--- config.mk ---
export PLATFORM = sky130hd
export DESIGN_NAME = axi4_lsu_master_flat
export DESIGN_NICKNAME = d
export VERILOG_FILES = /design/src/rtl/axi4_bridge_pkg.sv /design/src/rtl/axi4_lsu_master_if.sv /design/src/rtl/axi4_lsu_master.sv /design/src/flat_wrapper.sv
export SDC_FILE = /design/constraint.sdc
export NUM_CORES = 1
export LEC_CHECK = 0
export ABC_CLOCK_PERIOD_IN_PS = 2200
export CORE_MARGIN = 4
export CORE_UTILIZATION = 42
export CTS_CLUSTER_SIZE = 16
export DETAILED_ROUTE_END_ITERATION = 10
export PLACE_DENSITY = 0.8
export SKIP_LAST_GASP = 1
export SLEW_MARGIN = 20
export SYNTH_ARGS = -nofsm -noshare
export SYNTH_HDL_FRONTEND = slang
export SYNTH_SLANG_ARGS = --single-unit
--- constraint.sdc ---
create_clock -name clk -period 2.2 [get_ports clk]
set_clock_uncertainty 0.1 [all_clocks]
set_input_delay 0.55 -clock clk [delete_from_list [all_inputs] [get_ports clk]]
set_output_delay 0.55 -clock clk [all_outputs]
set_load 0.03 [all_outputs]
--- src/rtl/axi4_bridge_pkg.sv ---
// Shared types and constants for the LSU-to-AXI4 bridge.
// Holds the bus widths, the word-alignment mask and the bridge FSM encoding.
package axi4_bridge_pkg;

    localparam int AXI_ADDR_W = 32;
    localparam int AXI_DATA_W = 32;
    localparam int AXI_STRB_W = AXI_DATA_W / 8;

    localparam logic [AXI_ADDR_W-1:0] WORD_ALIGN_MASK = {{(AXI_ADDR_W-2){1'b1}}, 2'b00};

    typedef enum logic [2:0] {
        ST_IDLE    = 3'd0,
        ST_RD_ADDR = 3'd1,
        ST_RD_DATA = 3'd2,
        ST_WR_REQ  = 3'd3,
        ST_WR_RESP = 3'd4
    } state_e;

    function automatic logic [AXI_ADDR_W-1:0] word_align(input logic [AXI_ADDR_W-1:0] addr);
        return addr & WORD_ALIGN_MASK;
    endfunction

endpackage

--- src/rtl/axi4_lsu_master_if.sv ---
// LSU request/response port plus AXI4 master channels, bundled as one interface.
// The master modport is the bridge's view; slave is the view of the LSU/RAM side.
interface axi4_lsu_master_if;
    import axi4_bridge_pkg::*;

    logic                  req_valid;
    logic                  req_ready;
    logic                  req_we;
    logic [AXI_ADDR_W-1:0] req_addr;
    logic [AXI_DATA_W-1:0] req_wdata;
    logic [AXI_STRB_W-1:0] req_wstrb;
    logic                  resp_valid;
    logic [AXI_DATA_W-1:0] resp_rdata;
    logic                  resp_err;

    logic [AXI_ADDR_W-1:0] m_axi_araddr;
    logic                  m_axi_arvalid;
    logic                  m_axi_arready;
    logic [AXI_DATA_W-1:0] m_axi_rdata;
    logic                  m_axi_rvalid;
    logic                  m_axi_rready;
    logic [AXI_ADDR_W-1:0] m_axi_awaddr;
    logic                  m_axi_awvalid;
    logic                  m_axi_awready;
    logic [AXI_DATA_W-1:0] m_axi_wdata;
    logic [AXI_STRB_W-1:0] m_axi_wstrb;
    logic                  m_axi_wvalid;
    logic                  m_axi_wready;
    logic                  m_axi_bvalid;
    logic                  m_axi_bready;

    modport master (
        input  req_valid, req_we, req_addr, req_wdata, req_wstrb,
        output req_ready, resp_valid, resp_rdata, resp_err,
        output m_axi_araddr, m_axi_arvalid, m_axi_rready,
        output m_axi_awaddr, m_axi_awvalid, m_axi_wdata, m_axi_wstrb, m_axi_wvalid, m_axi_bready,
        input  m_axi_arready, m_axi_rdata, m_axi_rvalid,
        input  m_axi_awready, m_axi_wready, m_axi_bvalid
    );

    modport slave (
        output req_valid, req_we, req_addr, req_wdata, req_wstrb,
        input  req_ready, resp_valid, resp_rdata, resp_err,
        input  m_axi_araddr, m_axi_arvalid, m_axi_rready,
        input  m_axi_awaddr, m_axi_awvalid, m_axi_wdata, m_axi_wstrb, m_axi_wvalid, m_axi_bready,
        output m_axi_arready, m_axi_rdata, m_axi_rvalid,
        output m_axi_awready, m_axi_wready, m_axi_bvalid
    );

endinterface

--- src/rtl/axi4_lsu_master.sv ---
// Single-outstanding bridge turning one LSU word load/store into an AXI4 transaction.
// A per-state watchdog converts a stalled channel into an error response.
module axi4_lsu_master
    import axi4_bridge_pkg::*;
#(
    parameter logic [7:0] TIMEOUT_CYCLES = 8'd255
) (
    input  logic                  clk,
    input  logic                  rst_n,
    axi4_lsu_master_if.master     bus
);

    state_e                r_state;
    state_e                w_state_nxt;
    logic [7:0]            r_wd_cnt;
    logic                  r_arvalid;
    logic                  r_awvalid;
    logic                  r_wvalid;
    logic                  r_resp_valid;
    logic                  r_resp_err;
    logic [AXI_DATA_W-1:0] r_resp_rdata;
    logic [AXI_ADDR_W-1:0] r_araddr;
    logic [AXI_ADDR_W-1:0] r_awaddr;
    logic [AXI_DATA_W-1:0] r_wdata;
    logic [AXI_STRB_W-1:0] r_wstrb;

    logic w_accept;
    logic w_ar_hs;
    logic w_r_hs;
    logic w_aw_hs;
    logic w_w_hs;
    logic w_b_hs;
    logic w_wr_done;
    logic w_progress;
    logic w_timeout;

    assign w_accept  = bus.req_valid && (r_state == ST_IDLE);
    assign w_ar_hs   = r_arvalid && bus.m_axi_arready;
    assign w_r_hs    = (r_state == ST_RD_DATA) && bus.m_axi_rvalid;
    assign w_aw_hs   = r_awvalid && bus.m_axi_awready;
    assign w_w_hs    = r_wvalid && bus.m_axi_wready;
    assign w_b_hs    = (r_state == ST_WR_RESP) && bus.m_axi_bvalid;
    // A channel whose valid already dropped has completed its handshake.
    assign w_wr_done = (!r_awvalid || w_aw_hs) && (!r_wvalid || w_w_hs);

    always_comb begin
        // NOTE: every output of this block gets a default first, so no branch can infer a latch.
        w_state_nxt = r_state;
        w_progress  = 1'b0;
        case (r_state)
            ST_IDLE: begin
                if (w_accept) w_state_nxt = bus.req_we ? ST_WR_REQ : ST_RD_ADDR;
            end
            ST_RD_ADDR: begin
                w_progress = w_ar_hs;
                if (w_ar_hs) w_state_nxt = ST_RD_DATA;
            end
            ST_RD_DATA: begin
                w_progress = w_r_hs;
                if (w_r_hs) w_state_nxt = ST_IDLE;
            end
            ST_WR_REQ: begin
                w_progress = w_aw_hs || w_w_hs;
                if (w_wr_done) w_state_nxt = ST_WR_RESP;
            end
            ST_WR_RESP: begin
                w_progress = w_b_hs;
                if (w_b_hs) w_state_nxt = ST_IDLE;
            end
            default: w_state_nxt = ST_IDLE;
        endcase
        // Progress on the expiry cycle wins over the timeout.
        w_timeout = (r_state != ST_IDLE) && !w_progress && (r_wd_cnt == TIMEOUT_CYCLES);
        if (w_timeout) w_state_nxt = ST_IDLE;
    end

    always_ff @(posedge clk or negedge rst_n) begin
        if (!rst_n) begin
            r_state      <= ST_IDLE;
            r_wd_cnt     <= 8'd0;
            r_arvalid    <= 1'b0;
            r_awvalid    <= 1'b0;
            r_wvalid     <= 1'b0;
            r_resp_valid <= 1'b0;
            r_resp_err   <= 1'b0;
            r_resp_rdata <= '0;
        end else begin
            r_state <= w_state_nxt;

            if (w_state_nxt != r_state)
                r_wd_cnt <= 8'd0;
            else if ((r_state != ST_IDLE) && !w_progress)
                r_wd_cnt <= r_wd_cnt + 8'd1;

            if (w_timeout || w_ar_hs)        r_arvalid <= 1'b0;
            else if (w_accept && !bus.req_we) r_arvalid <= 1'b1;

            if (w_timeout || w_aw_hs)        r_awvalid <= 1'b0;
            else if (w_accept && bus.req_we)  r_awvalid <= 1'b1;

            if (w_timeout || w_w_hs)         r_wvalid <= 1'b0;
            else if (w_accept && bus.req_we)  r_wvalid <= 1'b1;

            r_resp_valid <= w_r_hs || w_b_hs || w_timeout;
            r_resp_err   <= w_timeout;
            if (w_timeout)   r_resp_rdata <= '0;
            else if (w_r_hs) r_resp_rdata <= bus.m_axi_rdata;
        end
    end

    // Payload registers only load on acceptance, so they stay stable while valid is high.
    always_ff @(posedge clk or negedge rst_n) begin
        if (!rst_n) begin
            r_araddr <= '0;
            r_awaddr <= '0;
            r_wdata  <= '0;
            r_wstrb  <= '0;
        end else if (w_accept) begin
            if (bus.req_we) begin
                r_awaddr <= word_align(bus.req_addr);
                r_wdata  <= bus.req_wdata;
                r_wstrb  <= bus.req_wstrb;
            end else begin
                r_araddr <= word_align(bus.req_addr);
            end
        end
    end

    assign bus.req_ready     = (r_state == ST_IDLE);
    assign bus.resp_valid    = r_resp_valid;
    assign bus.resp_rdata    = r_resp_rdata;
    assign bus.resp_err      = r_resp_err;
    assign bus.m_axi_araddr  = r_araddr;
    assign bus.m_axi_arvalid = r_arvalid;
    assign bus.m_axi_rready  = (r_state == ST_RD_DATA);
    assign bus.m_axi_awaddr  = r_awaddr;
    assign bus.m_axi_awvalid = r_awvalid;
    assign bus.m_axi_wdata   = r_wdata;
    assign bus.m_axi_wstrb   = r_wstrb;
    assign bus.m_axi_wvalid  = r_wvalid;
    assign bus.m_axi_bready  = (r_state == ST_WR_RESP);

endmodule

--- src/flat_wrapper.sv ---
// flat-port wrapper written by rule: the top's interface ports become plain ports
module axi4_lsu_master_flat import axi4_bridge_pkg::*;
#(
    parameter logic [7:0] TIMEOUT_CYCLES = 8'd255
)
  (clk, rst_n, bus_req_valid, bus_req_we, bus_req_addr, bus_req_wdata, bus_req_wstrb, bus_req_ready, bus_resp_valid, bus_resp_rdata, bus_resp_err, bus_m_axi_araddr, bus_m_axi_arvalid, bus_m_axi_rready, bus_m_axi_awaddr, bus_m_axi_awvalid, bus_m_axi_wdata, bus_m_axi_wstrb, bus_m_axi_wvalid, bus_m_axi_bready, bus_m_axi_arready, bus_m_axi_rdata, bus_m_axi_rvalid, bus_m_axi_awready, bus_m_axi_wready, bus_m_axi_bvalid);
  axi4_lsu_master_if bus_i ();
  input  logic clk;
  input  logic rst_n;
  input wire logic [$bits(bus_i.req_valid)-1:0] bus_req_valid;
  input wire logic [$bits(bus_i.req_we)-1:0] bus_req_we;
  input wire logic [$bits(bus_i.req_addr)-1:0] bus_req_addr;
  input wire logic [$bits(bus_i.req_wdata)-1:0] bus_req_wdata;
  input wire logic [$bits(bus_i.req_wstrb)-1:0] bus_req_wstrb;
  output wire logic [$bits(bus_i.req_ready)-1:0] bus_req_ready;
  output wire logic [$bits(bus_i.resp_valid)-1:0] bus_resp_valid;
  output wire logic [$bits(bus_i.resp_rdata)-1:0] bus_resp_rdata;
  output wire logic [$bits(bus_i.resp_err)-1:0] bus_resp_err;
  output wire logic [$bits(bus_i.m_axi_araddr)-1:0] bus_m_axi_araddr;
  output wire logic [$bits(bus_i.m_axi_arvalid)-1:0] bus_m_axi_arvalid;
  output wire logic [$bits(bus_i.m_axi_rready)-1:0] bus_m_axi_rready;
  output wire logic [$bits(bus_i.m_axi_awaddr)-1:0] bus_m_axi_awaddr;
  output wire logic [$bits(bus_i.m_axi_awvalid)-1:0] bus_m_axi_awvalid;
  output wire logic [$bits(bus_i.m_axi_wdata)-1:0] bus_m_axi_wdata;
  output wire logic [$bits(bus_i.m_axi_wstrb)-1:0] bus_m_axi_wstrb;
  output wire logic [$bits(bus_i.m_axi_wvalid)-1:0] bus_m_axi_wvalid;
  output wire logic [$bits(bus_i.m_axi_bready)-1:0] bus_m_axi_bready;
  input wire logic [$bits(bus_i.m_axi_arready)-1:0] bus_m_axi_arready;
  input wire logic [$bits(bus_i.m_axi_rdata)-1:0] bus_m_axi_rdata;
  input wire logic [$bits(bus_i.m_axi_rvalid)-1:0] bus_m_axi_rvalid;
  input wire logic [$bits(bus_i.m_axi_awready)-1:0] bus_m_axi_awready;
  input wire logic [$bits(bus_i.m_axi_wready)-1:0] bus_m_axi_wready;
  input wire logic [$bits(bus_i.m_axi_bvalid)-1:0] bus_m_axi_bvalid;
  assign bus_i.req_valid = bus_req_valid;
  assign bus_i.req_we = bus_req_we;
  assign bus_i.req_addr = bus_req_addr;
  assign bus_i.req_wdata = bus_req_wdata;
  assign bus_i.req_wstrb = bus_req_wstrb;
  assign bus_req_ready = bus_i.req_ready;
  assign bus_resp_valid = bus_i.resp_valid;
  assign bus_resp_rdata = bus_i.resp_rdata;
  assign bus_resp_err = bus_i.resp_err;
  assign bus_m_axi_araddr = bus_i.m_axi_araddr;
  assign bus_m_axi_arvalid = bus_i.m_axi_arvalid;
  assign bus_m_axi_rready = bus_i.m_axi_rready;
  assign bus_m_axi_awaddr = bus_i.m_axi_awaddr;
  assign bus_m_axi_awvalid = bus_i.m_axi_awvalid;
  assign bus_m_axi_wdata = bus_i.m_axi_wdata;
  assign bus_m_axi_wstrb = bus_i.m_axi_wstrb;
  assign bus_m_axi_wvalid = bus_i.m_axi_wvalid;
  assign bus_m_axi_bready = bus_i.m_axi_bready;
  assign bus_i.m_axi_arready = bus_m_axi_arready;
  assign bus_i.m_axi_rdata = bus_m_axi_rdata;
  assign bus_i.m_axi_rvalid = bus_m_axi_rvalid;
  assign bus_i.m_axi_awready = bus_m_axi_awready;
  assign bus_i.m_axi_wready = bus_m_axi_wready;
  assign bus_i.m_axi_bvalid = bus_m_axi_bvalid;
  axi4_lsu_master #(.TIMEOUT_CYCLES(TIMEOUT_CYCLES)) u_core (.clk(clk), .rst_n(rst_n), .bus(bus_i));
endmodule
# Word-level counts from Yosys, hierarchy flattened
# Cells that the tools add are included.
# Widths: inputs -> output; s select.
# word_totals
word_cells	70
ff_bits	144
in_bits	109
out_inout_bits	140
# op_classes
add_sub_neg	1
n_mux	18
bitwise	1
n_reduce_logical	32
eq_ne	6
# op_table
operator	n
$mux 32	2
$mux 3	6
$mux 8	2
$pmux 3 s5	1
$logic_and 1x1->1	11
$reduce_bool 2->1	5
$add 8x1->8 const B	1
$eq 8x8->1 const B	1
$logic_or 1x1->1	8
$eq 3x2->1 const B	2
$mux 1	5
$logic_not 1->1	4
$pmux 1 s4	1
$reduce_and 2->1	2
$eq 3x1->1 const B	1
$eq 3x3->1 const B	1
$logic_not 3->1	1
$ne 3x3->1	1
$reduce_bool 3->1	1
$mux 2	1
$not 1->1	1

# Longest topological paths before layout
# depth
depth_word	9
ltp_mapped	8
depth_no_buf	6

# Least setup slack after synthesis
# Ideal clock, no wire load.
# synth_path
kind	register to register
from	register u_core.r_state[0]
to	register u_core.r_araddr[10] (netlist: u_core.bus.m_axi_araddr[10])
setup_time_ps	125
t_arrival_ps	2266
stages_incl_launch_ff	7
required_ps	1975
period_less_slack_ps	2491
path_slack_ps	-291
n_path_buf	2
path_cell_list	dfrtp_1 buf_4 nor3_1 and2_1 and2b_1 buf_2 mux2_2
# synth_via
elab_chain_cells	3
# synth_rtl
element	line_no	source
start, declared	axi4_lsu_master.sv:13	state_e r_state;
start signal, assigned	axi4_lsu_master.sv:88	r_state <= w_state_nxt;
$logic_not 3->1	--	
via bus_req_ready	flat_wrapper.sv:15	output wire logic [$bits(bus_i.req_ready)-1:0] bus_req_ready;
$logic_and 1x1->1	axi4_lsu_master.sv:37	assign w_accept = bus.req_valid && (r_state == ST_IDLE);
$reduce_and 2->1 (no source line)	--	
end signal, assigned	axi4_lsu_master.sv:124	r_araddr <= word_align(bus.req_addr);
end, declared	axi4_lsu_master.sv:22	logic [AXI_ADDR_W-1:0] r_araddr;
# The timed path passes the listed nets, and every way through them passes these cells.
# A chain may end at the register's enable or synchronous reset.

# Worst setup path in the final report
# layout_path
from	register u_core.r_awaddr[20] (netlist: u_core.bus.m_axi_awaddr[20])
to	output port bus_m_axi_awaddr[20]
# layout_lines
element	line_no	source
start, declared	axi4_lsu_master.sv:23	logic [AXI_ADDR_W-1:0] r_awaddr;
start signal, assigned	axi4_lsu_master.sv:120	r_awaddr <= word_align(bus.req_addr);
end, declared	flat_wrapper.sv:22	output wire logic [$bits(bus_i.m_axi_awaddr)-1:0] bus_m_axi_awaddr;
# No word-level cell between the ends.

==> results_dict.tcl <==
set metrics [dict create \
    nets 818 \
    layout-drive-gt1-share 0.227 \
    worst-setup-path-type "register to output port" \
    grt_pass1_vias 4972 \
    critPathCaptureType "output port" \
    area_delta_synth_final_pct 59.9 \
    die_h_um 126 \
    clk_pin_slew_ps 60 \
    async_flop_share 1.00 \
    dpl.hpwl_um 11500 \
    via_per_inst 4.98 \
    hold_violations 0 \
    switching_share 0.389 \
    drtIter0Drc 156 \
    gp_congestion 0.838 \
    core-area_um2 13400 \
    vias 4469 \
    crit_path_max_incr_delay_ps 720 \
    placed_area_um2 8590 \
    status "complete, no violations" \
    rows 42 \
    synth.cell_area_um2 5800 \
    required_ps 1550 \
    maxCapViolCount 0 \
    cp_max_fo 2 \
    routed_wl_um 16100 \
    clk_root_buffer_cell "clkbuf_16" \
    track_usage 0.207 \
    gr-max-usage-layer "met2" \
    p_int_mw 9.48 \
    ant_nets 0 \
    grt_pass1_wl_um 25900 \
    met3_usage 0.0925 \
    postSynthAreaPerCell_um2 12.9 \
    total_leakage_power_nw 3.94 \
    holdWs_ps 397 \
    clkPwrFrac 0.209 \
    synth_top_area_cell "dfrtp_1" \
    rsz0062_at_grt "no" \
    htree_levels 4 \
    design_area_um2 9280 \
    synth-seq-cells 144 \
    drc 0 \
    seq_power_share 0.295 \
    synth_cell_types 43 \
    grt.overflow.total 0 \
    ys_top_cells_by_area "dfrtp_1, mux2_2, nand2_1, a21oi_1, xnor2_1" \
    cts_tree "yes" \
    syn_inst 449 \
    ir_drop_uv 1240 \
    yosys_warnings 0 \
    period_needed_ps 2140 \
    final_max_slew_viol_count 0 \
    detail_route.first_pass.iterations 4 \
    crit_buf_inv 1 \
    clkSinkCount 144 \
    slowest_stage "clkdlybuf4s50_1" \
    maxClockFrequency_mhz 467 \
    hp-class "register to register" \
    finalCritPeriodShare 0.973 \
    dieArea_um2 15800 \
    pin_count 249 \
    switchingPower_mw 6.02 \
    clockBufferDepth 2 \
    power.density_nw_per_um2 1670 \
    crit_chain "clkdlybuf4s50_1" \
    synth.top_cell.area_share 0.621 \
    antenna_found_initial 0 \
    insertion_delay_ps 410 \
    grt_max_degree 53 \
    die_x_um 126 \
    io_buffers 242 \
    use_met2 0.365 \
    synth_edf_count 0 \
    cts_made_buffers 17 \
    wire_per_inst_um 18.0 \
    critPathTopFamily "buffers and inverters" \
    start_kind "register" \
    antenna_cells 0 \
    yosys_most_used_dff "dfrtp_1" \
    comb_power_share 0.496 \
    worstPathArrival_ps 1490 \
    synth_seq_area_share 0.621 \
    start_util 0.433 \
    use_met1 0.223 \
    setup_viol 0 \
    utilization 0.692 \
]
[final timing paths]
| check | endpoint | slack [ps] | from | cells after the start |
|---|---|---|---|---|
| max | bus_m_axi_awaddr[20] | 60 | u_core.bus.m_axi_awaddr[20] | 1 |
| min | u_core.bus.m_axi_araddr[21] | 400 | u_core.bus.m_axi_araddr[21] | 1 |
| max reg2reg | u_core.r_wd_cnt[2] | 160 | u_core.r_wd_cnt[0] | 7 |
| min reg2reg | u_core.bus.m_axi_araddr[21] | 400 | u_core.bus.m_axi_araddr[21] | 1 |
| max in group asynchronous | u_core.bus.m_axi_araddr[5] | 790 | rst_n | 3 |
| min in group asynchronous | u_core.bus.m_axi_wstrb[0] | 550 | rst_n | 2 |
[power groups by stage]
stage	registers, mW	logic, mW	clock network, mW
floorplan	6.92	1.91	0
detailed placement	4.61	7.70	0
global placement	4.52	7.57	0
CTS	4.59	7.77	3.29
finish	4.57	7.69	3.24
global route	4.74	8.10	3.42
[cells in the mapped netlist (all sizes together) (2+ instances only)]
cell type  instances
nor3b              3
a22oi              2
xnor2              7
nand4              2
nor2b              3
a21oi             36
nand2b             2
nor4               2
o21ai              4
mux2              96
nor3               6
clkbuf             9
inv                2
and2               2
a211oi             8
nor2              10
dfrtp            144
nand2             71
buf               20
nand3              3
[flip-flops by register name, summed over array words and instances, names as in the netlist]
register,count
u_core.bus.m_axi_wdata,32
u_core.bus.resp_rdata,32
u_core.bus.m_axi_araddr,30
u_core.bus.m_axi_awaddr,30
u_core.r_wd_cnt,8
u_core.bus.m_axi_wstrb,4
u_core.r_state,3
u_core.bus.m_axi_arvalid,1
u_core.bus.m_axi_awvalid,1
u_core.bus.m_axi_wvalid,1
u_core.bus.resp_err,1
u_core.bus.resp_valid,1
[cell usage in the layout, fill, tap and decap left out, types with 2 or more instances in the layout]
| cell type | count |
|---|---|
| a22oi_1 | 2 |
| buf_4 | 18 |
| nand3_1 | 3 |
| conb_1 | 4 |
| clkinv_2 | 3 |
| nand2b_1 | 2 |
| mux2_2 | 93 |
| buf_12 | 7 |
| dlygate4sd2_1 | 4 |
| clkdlybuf4s50_1 | 235 |
| a211oi_1 | 8 |
| and2_1 | 2 |
| clkinv_4 | 3 |
| bufinv_16 | 6 |
| clkbuf_16 | 17 |
| nor2b_1 | 3 |
| nand4_1 | 2 |
| nor2_1 | 9 |
| a21oi_1 | 36 |
| nor3_4 | 2 |
| dfrtp_1 | 143 |
| inv_1 | 2 |
| nor3b_1 | 2 |
| nor3_1 | 4 |
| nor4_1 | 2 |
| nand2_1 | 70 |
| xnor2_1 | 7 |
| mux2_1 | 3 |
| o21ai_0 | 3 |
[per-stage QoR]
step	TNS, ps	setup WS (ps)	power, mW	cells
final	0	60.5	15.5	897
after global routing	0	1.14	16.3	897
after CTS	0	35.5	15.6	897
after detailed placement	-14370	-343	12.3	863
after global placement	-10380	-235	12.1	863
after floorplan	0	127	8.83	452
[cell type report]
type                    count  area, µm²
clock buffers              18        429
clock inverters            14        238
fillers                   964       4120
inverters                   2       7.51
multi-input cells         277       2090
flip-flops and latches    144       3600
well taps                 176        220
repair buffers            266       2680
[per-layer routing]
metal  part of all wire  vias up
met5                  0        -
met4              0.021        0
met3              0.086       26
met2               0.53      156
met1               0.36     2220
li1                   -     2067
[cells by family (layout without fill, tap and decap cells)]
logic type                 after synthesis  count (layout)  share of synthesized area
adders and majority gates                1               1                    0.00216
and+or+nand+nor                        112             112                     0.0884
muxes                                   97              97                      0.188
buffers and inverters                   31             300                     0.0280
DFF                                    144             144                      0.621
other                                    1               4                   0.000646
AOI/OAI and AO/OA                       56              56                     0.0612
xor gates and xnor gates                 7               7                     0.0106
[what timing repair did]
action,in CTS,in global routing
endpoints found under the hold margin,38,0
setup endpoints to repair,5,8
buffers inserted,1,0
gates resized for setup,6,1
hold buffers,1,0
(Power assumes the default switching activity.)
